File: src/rtl/pool_window_regfile_pkg.sv
// pool_pkg: shared types and defaults for the multi-channel pooling register file.
package pool_pkg;
    localparam int POOL_DATA_W = 16;
    typedef enum logic {POOL_MAX = 1'b0, POOL_AVG = 1'b1} pool_mode_e;
    typedef enum logic {ACCUM = 1'b0, HOLD = 1'b1} pool_state_e;
endpackage

File: src/rtl/pool_window_regfile_lane.sv
// pool_lane: one channel's window accumulator plus its registered pooled result.
module pool_lane
    import pool_pkg::*;
#(
    parameter int DATA_W  = POOL_DATA_W,
    parameter int LOG_WIN = 2
) (
    input  logic              clk,
    input  logic              rst,
    input  logic              i_en,
    input  logic              i_load,
    input  logic              i_last,
    input  pool_mode_e        i_mode,
    input  logic [DATA_W-1:0] i_data,
    output logic [DATA_W-1:0] o_data
);
    localparam int ACC_W = DATA_W + LOG_WIN;
    logic signed [ACC_W-1:0] r_acc, w_in, w_next, w_avg;
    logic        [DATA_W-1:0] r_out;
    assign w_in   = ACC_W'($signed(i_data));
    assign w_next = i_load ? w_in :
                    (i_mode == POOL_AVG) ? r_acc + w_in :
                    (w_in > r_acc) ? w_in : r_acc;
    // Flooring shift; the wide accumulator guarantees the mean fits DATA_W.
    assign w_avg  = w_next >>> LOG_WIN;
    assign o_data = r_out;
    always_ff @(posedge clk or posedge rst) begin
        if (rst) begin
            r_acc <= '0;
            r_out <= '0;
        end else begin
            if (i_en) r_acc <= w_next;
            if (i_last) r_out <= DATA_W'((i_mode == POOL_AVG) ? w_avg : w_next);
        end
    end
endmodule

File: src/rtl/pool_window_regfile.sv
// pool_window_regfile: reduces WIN consecutive sample vectors per channel to one
// pooled vector (max or average) with valid/ready on both sides and no bubble.
module pool_window_regfile
    import pool_pkg::*;
#(
    parameter int DATA_W = POOL_DATA_W,
    parameter int NUM_CH = 4,
    parameter int WIN    = 4
) (
    input  logic                     clk,
    input  logic                     rst,
    input  logic                     mode_i,
    input  logic                     flush_i,
    input  logic                     in_valid_i,
    output logic                     in_ready_o,
    input  logic [NUM_CH*DATA_W-1:0] in_data_i,
    output logic                     out_valid_o,
    input  logic                     out_ready_i,
    output logic [NUM_CH*DATA_W-1:0] out_data_o,
    output logic                     busy_o
);
    localparam int LOG_WIN = $clog2(WIN);
    pool_state_e        r_state;
    pool_mode_e         r_mode;
    logic [LOG_WIN-1:0] r_cnt;
    logic               w_acc, w_load, w_last;
    pool_mode_e         w_mode;
    // In HOLD a consumed result frees the slot in the same cycle, so accept then too.
    assign in_ready_o  = !flush_i && (r_state == ACCUM || out_ready_i);
    assign w_acc       = in_valid_i && in_ready_o;
    assign w_load      = w_acc && (r_cnt == '0);
    assign w_last      = w_acc && (r_cnt == LOG_WIN'(WIN - 1));
    assign w_mode      = w_load ? pool_mode_e'(mode_i) : r_mode;
    assign out_valid_o = (r_state == HOLD);
    assign busy_o      = (r_cnt != '0) || out_valid_o;
    always_ff @(posedge clk or posedge rst) begin
        if (rst) begin
            r_state <= ACCUM;
            r_cnt   <= '0;
            r_mode  <= POOL_MAX;
        end else if (flush_i) begin
            r_state <= ACCUM;
            r_cnt   <= '0;
        end else begin
            if (w_acc) r_cnt <= w_last ? '0 : r_cnt + 1'b1;
            if (w_load) r_mode <= pool_mode_e'(mode_i);
            r_state <= w_last ? HOLD : (r_state == HOLD && out_ready_i) ? ACCUM : r_state;
        end
    end
    for (genvar c = 0; c < NUM_CH; c++) begin : g_lane
        pool_lane #(.DATA_W(DATA_W), .LOG_WIN(LOG_WIN)) u_lane (
            .clk    (clk),
            .rst    (rst),
            .i_en   (w_acc),
            .i_load (w_load),
            .i_last (w_last),
            .i_mode (w_mode),
            .i_data (in_data_i[c*DATA_W +: DATA_W]),
            .o_data (out_data_o[c*DATA_W +: DATA_W])
        );
    end
endmodule
File: config.mk
export PLATFORM = sky130hd
export DESIGN_NAME = pool_window_regfile
export DESIGN_NICKNAME = d
export VERILOG_FILES = /design/src/rtl/pool_window_regfile_pkg.sv /design/src/rtl/pool_window_regfile_lane.sv /design/src/rtl/pool_window_regfile.sv
export SDC_FILE = /design/constraint.sdc
export NUM_CORES = 1
export LEC_CHECK = 0
export ABC_AREA = 0
export CAP_MARGIN = 20
export CORE_MARGIN = 3
export CORE_UTILIZATION = 53
export DETAILED_ROUTE_END_ITERATION = 8
export PLACE_DENSITY = 0.76
export SLEW_MARGIN = 5
export SYNTH_ARGS = -nofsm -noshare
export SYNTH_HDL_FRONTEND = slang
export SYNTH_SLANG_ARGS = --single-unit
File: constraint.sdc
create_clock -name clk -period 5.32 [get_ports clk]
set_input_delay 1.064 -clock clk [delete_from_list [all_inputs] [get_ports clk]]
set_output_delay 1.064 -clock clk [all_outputs]
set_load 0.02 [all_outputs]
* Word-level counts from Yosys, hierarchy flattened
Cells that the tools add are included.
** Storage, ports and cells
- Register bits :: 140
- Input port bits :: 70
- Output and inout port bits :: 67
- Word-level logic and storage cells :: 57
** Operators by class
- $add $sub $neg :: 5
- Order comparisons :: 4
- Equality and inequality tests :: 1
- Muxes and demuxes :: 23
- Bitwise gates (word level) :: 1
- Reductions and logical operators :: 12
** Operator list (count)
- 18-bit 2-to-1 mux :: 12
- 18-bit by 16-bit adder with 18-bit output :: 4
- 16-bit by 18-bit > comparator with 1-bit output :: 4
- 16-bit 2-to-1 mux :: 4
- 2-bit 2-to-1 mux :: 3
- 1-bit logical AND :: 5
- 1-bit 2-to-1 mux :: 4
- 2-bit nonzero test :: 2
- 3-bit nonzero test :: 1
- 2-bit by 1-bit adder with 2-bit output, second input constant :: 1
- 2-bit == test, second input constant :: 1
- 2-bit logical NOT :: 1
- 1-bit logical OR :: 2
- 1-bit logical NOT :: 1
- 1-bit NOT :: 1

* Longest topological paths before layout
- Word-level depth :: 9
- Depth in mapped cells :: 14
- Mapped depth without buffers :: 12

* Modules after synthesis
Synthesis repeated with hierarchy kept, for this count alone.
** Unflattened totals
- Cell total of the unflattened synthesis :: 1657
- Area total of the unflattened synthesis :: 13980.9 um^2
** By module, submodules not included
- pool_lane at g_lane[1].u_lane ... :: instances 2, cells each 421, area an instance 3547.2 um^2
- pool_lane at g_lane[0].u_lane :: instances 1, cells each 395, area an instance 3400.8 um^2
- pool_lane at g_lane[3].u_lane :: instances 1, cells each 395, area an instance 3225.6 um^2
- pool_window_regfile :: instances 1, cells each 25, area an instance 260.2 um^2

* Worst setup path before layout
Ideal clock, no wire load.
- Path kind :: input port to flip-flop
- Start :: in in_data_i[23]
- End :: reg g_lane[1].u_lane.r_acc[17]
- Library setup time :: 0.126 ns
- Arrival time :: 3.545 ns
- Slack :: 1.649 ns
- Cell stages on the path :: 11
- Buffers on the path :: 1
- Cells stage by stage :: ha_1 buf_6 or4_4 o21ai_1 o21ba_2 a211oi_2 nor3_1 or4_1 mux2_4 o21ai_1 a221o_1
** Between the ends
- Word-level cells in the longest chain between the ends :: 4
** Ends and longest elaborated chain
- from (decl) :: RTL line pool_window_regfile.sv:16 : input logic [NUM_CH*DATA_W-1:0] in_data_i,
- 16-bit by 18-bit > comparator with 1-bit output :: RTL line pool_window_regfile_lane.sv:23 : (w_in > r_acc) ? w_in : r_acc;
- 18-bit 2-to-1 mux :: RTL line pool_window_regfile_lane.sv:23
- 18-bit 2-to-1 mux * :: RTL line pool_window_regfile_lane.sv:22 : (i_mode == POOL_AVG) ? r_acc + w_in :
- 18-bit 2-to-1 mux * :: RTL line pool_window_regfile_lane.sv:21 : assign w_next = i_load ? w_in :
- to (signal assigned) :: RTL line pool_window_regfile_lane.sv:32 : if (i_en) r_acc <= w_next;
- to (decl) :: RTL line pool_window_regfile_lane.sv:18 : logic signed [ACC_W-1:0] r_acc, w_in, w_next, w_avg;
Every way passes the cells marked *; elsewhere a longest branch is shown, timed or not.
A chain may end at the register's enable or synchronous reset.

* Worst setup path after layout
- Start :: in in_data_i[38]
- End :: reg g_lane[2].u_lane.r_out[11]
** Between the ends
- Word-level cells in the longest chain between the ends :: 5
** Ends and longest elaborated chain
- 16-bit by 18-bit > comparator with 1-bit output :: RTL line pool_window_regfile_lane.sv:23
- 18-bit 2-to-1 mux :: RTL line pool_window_regfile_lane.sv:23
- 18-bit 2-to-1 mux * :: RTL line pool_window_regfile_lane.sv:22
- 18-bit 2-to-1 mux * :: RTL line pool_window_regfile_lane.sv:21
- 16-bit 2-to-1 mux * :: RTL line pool_window_regfile_lane.sv:33 : if (i_last) r_out <= DATA_W'((i_mode == POOL_AVG) ? w_avg : w_next);
- to (signal assigned) :: RTL line pool_window_regfile_lane.sv:33
- to (decl) :: RTL line pool_window_regfile_lane.sv:19 : logic [DATA_W-1:0] r_out;
Marks and branches as above.

==> metrics.md <==
| Metric | Value |
|---|---|
| Synth-to-layout area growth | `18.9%` |
| Slew Limit Fails | `0` |
| Initial DRC count | `1,278` |
| RSZ-0062 raised after global routing | `no` |
| Gates resized, CTS repair | `0` |
| Fmax | `226 MHz` |
| Drt wl/cell | `20.8 um` |
| Num CTS Buffers | `17` |
| Main flop type after synthesis | `dfrtp_1` |
| # diodes | `0` |
| R2R depth | `11` |
| M1 WL | `17.6 mm` |
| Chip height | `159 um` |
| Vias per cell | `6.31` |
| Post-synth cell types | `83` |
| Initial antenna violation count | `0` |
| Tmin final | `4.43 ns` |
| Gr ovfl total | `0` |
| Core Region | `22,800 um2` |
| Die area | `25,100 um2` |
| Crit. End Element | `flip-flop` |
| Total of max-cap violations | `0` |
| LEAKAGE | `6.54 nW` |
| Setup bufs post-CTS | `0` |
| Placed cells | `1,919` |
| Startpoint class of the critical path | `input port` |
| VDD IR max | `0.293 mV` |
| Max Buffers Root-to-Sink | `2` |
| Number of failing hold endpoints at the final stage | `0` |
| # hold bufs at CTS | `0` |
| Remaining DRCs | `0` |
| Share of the synthesized area in the top cell type | `28.4%` |
| R2r endpoint | `g_lane[2].u_lane.o_data[11]$_DFFE_PP0P_` |
| Largest net degree at the start of global routing | `89` |
| Clock-pin slew on the worst setup and hold paths | `0.07 ns` |
| Status | `completed` |
| Top post-synthesis cells by area | `dfrtp_1, ha_1, a21oi_1, inv_1, nand2_1` |
| Req. time, crit path | `5.66 ns` |
| Clk_skew | `0.0113 ns` |
| Worst-Skew Late Latency | `0.43 ns` |
| Syn. warnings | `0` |
| Worst Hold Class | `reg -> reg` |
| Fin crit share | `83.3%` |
| Met3 WL | `3.96 mm` |
| Asr flop ratio synth | `100%` |
| Clk sinks | `140` |
| Yosys reg bits | `140` |
| 1st-pass router iterations | `6` |
| EDFF count, synth | `0` |
| Crit Path Max Fanout | `12` |
| First-pass GRT wire length | `64.1 mm` |
| Met2 WL | `18.0 mm` |
| Hold path startpoint | `g_lane[3].u_lane.o_data[13]$_DFFE_PP0P_` |
| CTS root buf | `clkbuf_16` |
| Starting density of the core | `54.1%` |
| FP Rows | `55` |
| Sequential fraction of the synthesis area | `28.4%` |
| Gr usage total | `32.2%` |
| DRT Wirelength | `40.6 mm` |
| Share of cells above drive strength 1 | `5.74%` |
| R2r startpoint | `g_lane[2].u_lane.r_acc[6]$_DFFE_PP0P_` |
| PortBufs | `136` |
| Setup violators final | `0` |
| Mapped cell area | `12,300 um2` |
| Vias in the first global route | `11,851` |
| Nets@finish | `1,841` |
| Num ports | `137` |
| Worst hold stages | `2` |
| P per Cell Area | `580 nW/um2` |
| Final Instance Count excl. Fillers | `1,951` |
| Antenna-violating nets left | `0` |
| TritonCTS clock tree | `yes` |
| DIE WIDTH | `159 um` |
| Synth Instances | `1,512` |
| CTS H-tree depth | `4` |
| Total negative setup slack | `0 ns` |
| Synthesized Nets | `1,728` |
| Syn Area/Cell | `8.16 um2` |
| Highest Signal Layer | `met4` |
| GP Congestion | `0.947` |
| Worst EP arrival | `4.77 ns` |
| Cell taking the most area after synthesis | `dfrtp_1` |
| Crit path kind | `in -> reg` |
| Rel. slew slack | `28.3%` |
| Least-Margin Pin Slew | `1.07 ns` |
| Via count | `12,306` |
| Worst reg-to-reg setup slack | `1.64 ns` |
| Post-DP HPWL | `28.3 mm` |
| Hold Path Sink | `g_lane[3].u_lane.o_data[13]$_DFFE_PP0P_` |
flip-flops by register name (all words and copies together) (netlist names):
name / cells
out_valid_o: 1
r_mode: 1
r_cnt: 2
g_lane.u_lane.o_data: 64
g_lane.u_lane.r_acc: 72
how the worst max path moves through the flow:
stage          cells past startpoint          start                                 endpoint  slack [ns]
3_5_place_dp                      11  in_data_i[41]   g_lane[2].u_lane.o_data[4]$_DFFE_PP0P_        0.56
3_3_place_gp                      11  in_data_i[41]  g_lane[2].u_lane.o_data[11]$_DFFE_PP0P_        0.47
2_1_floorplan                      1            rst   g_lane[0].u_lane.o_data[0]$_DFFE_PP0P_        0.50
5_1_grt                           11  in_data_i[41]  g_lane[2].u_lane.o_data[11]$_DFFE_PP0P_        0.62
4_1_cts                           11  in_data_i[39]  g_lane[2].u_lane.o_data[11]$_DFFE_PP0P_        0.97
6_report                          11  in_data_i[38]  g_lane[2].u_lane.o_data[11]$_DFFE_PP0P_        0.89
synthesized netlist by cell type, types with 13 or more instances:
cell,number
o21bai_1,13
nand2_1,138
o22ai_1,33
o221ai_1,21
ha_1,142
o21ai_0,85
a21o_1,22
o21ai_1,23
nor2b_1,17
a22o_1,13
o31ai_1,15
xnor2_1,36
nand2b_1,18
a221oi_1,22
nor3_1,25
xor2_1,17
nand3_1,18
dfrtp_1,140
a22oi_1,25
inv_1,139
clkbuf_1,61
a21oi_1,127
nor2_1,127
kinds of logic (layout without fill, tap and decap cells):
logic type               Yosys count  in the layout  share of synthesized area, %
AO/OA/AOI/OAI                    530            530                          29.1
AND/OR/NAND/NOR                  412            412                          15.3
buffers and inverters            213            339                          6.69
adder cells (fa/ha/maj)          146            146                          15.1
flip-flops                       140            140                          28.4
XOR/XNOR                          53             53                          3.76
multiplexers                      18             18                          1.60
through the flow:
step                      power (mW)  hold slack, ns  area (um2)  util [%]  setup WS (ns)
after floorplan                 5.47           0.475       12300         -          0.503
after global placement          6.98           0.454       14000      61.6          0.471
after detailed placement        7.05           0.460       14000      61.6          0.564
after CTS                       8.41           0.474       14700      64.4          0.973
after global routing            9.10           0.507       14700      64.4          0.622
final                           8.50           0.472       14700      64.4          0.890
worst max-delay path, stage by stage:
cell and delay, ns:
clkdlybuf4s50_1 0.56, ha_1 0.44, nand4_1 0.14, nor3_1 0.31, a221oi_1 0.13, a2111oi_0 0.82, o311ai_1 0.20, nand2_1 0.48
a22oi_1 0.19, and2_1 0.19, o31ai_1 0.24
power by group:
| group | internal (mW) | switching [mW] |
|---|---|---|
| clock | 0.769 | 0.529 |
| combinational | 2.18 | 3.10 |
| sequential | 1.53 | 0.399 |
| total | 4.47 | 4.02 |
layout make-up:
type	instances	area, um2
clock buffer	20	457
fill	2004	8120
sequential	140	3500
clock inverter	12	163
timing repair buffer	166	1590
inverter	141	534
multi-input combinational	1159	8020
tap	313	392
per-layer routing:
| metal | global-route usage [%] | up-vias |
|---|---|---|
| li1 | - | 5703 |
| met1 | 45.1 | 5890 |
| met3 | 7.01 | 85 |
| met5 | 0 | - |
| met4 | 9.91 | 0 |
| met2 | 50.0 | 628 |
cell usage in the layout, fill, tap and decap left out, drive strengths merged, types with 8 or more instances in the layout:
cell type      synthesis  layout
o21ai                109     109
nor2                 128     128
a211oi                12      12
nand4                 12      12
a221o                 12      12
nor2b                 17      17
nand2b                18      18
a22o                  13      13
xor2                  17      17
and2                   9       9
a21oi                127     127
a22oi                 25      25
a31oi                 12      12
dfrtp                140     140
nand3                 18      18
a21boi                 8       8
a221oi                25      25
clkdlybuf4s50          0     136
mux2                  11      11
clkbuf                61      20
nand2                138     138
o221ai                21      21
buf                   11      30
a222oi                 8       8
a21o                  22      22
or3                   12      12
ha                   142     142
o211ai                12      12
xnor2                 36      36
o22ai                 33      33
and3                   9       9
o31ai                 15      15
inv                  140     142
nor3                  25      25
o21bai                13      13
Power figures use the tool's default switching activity.
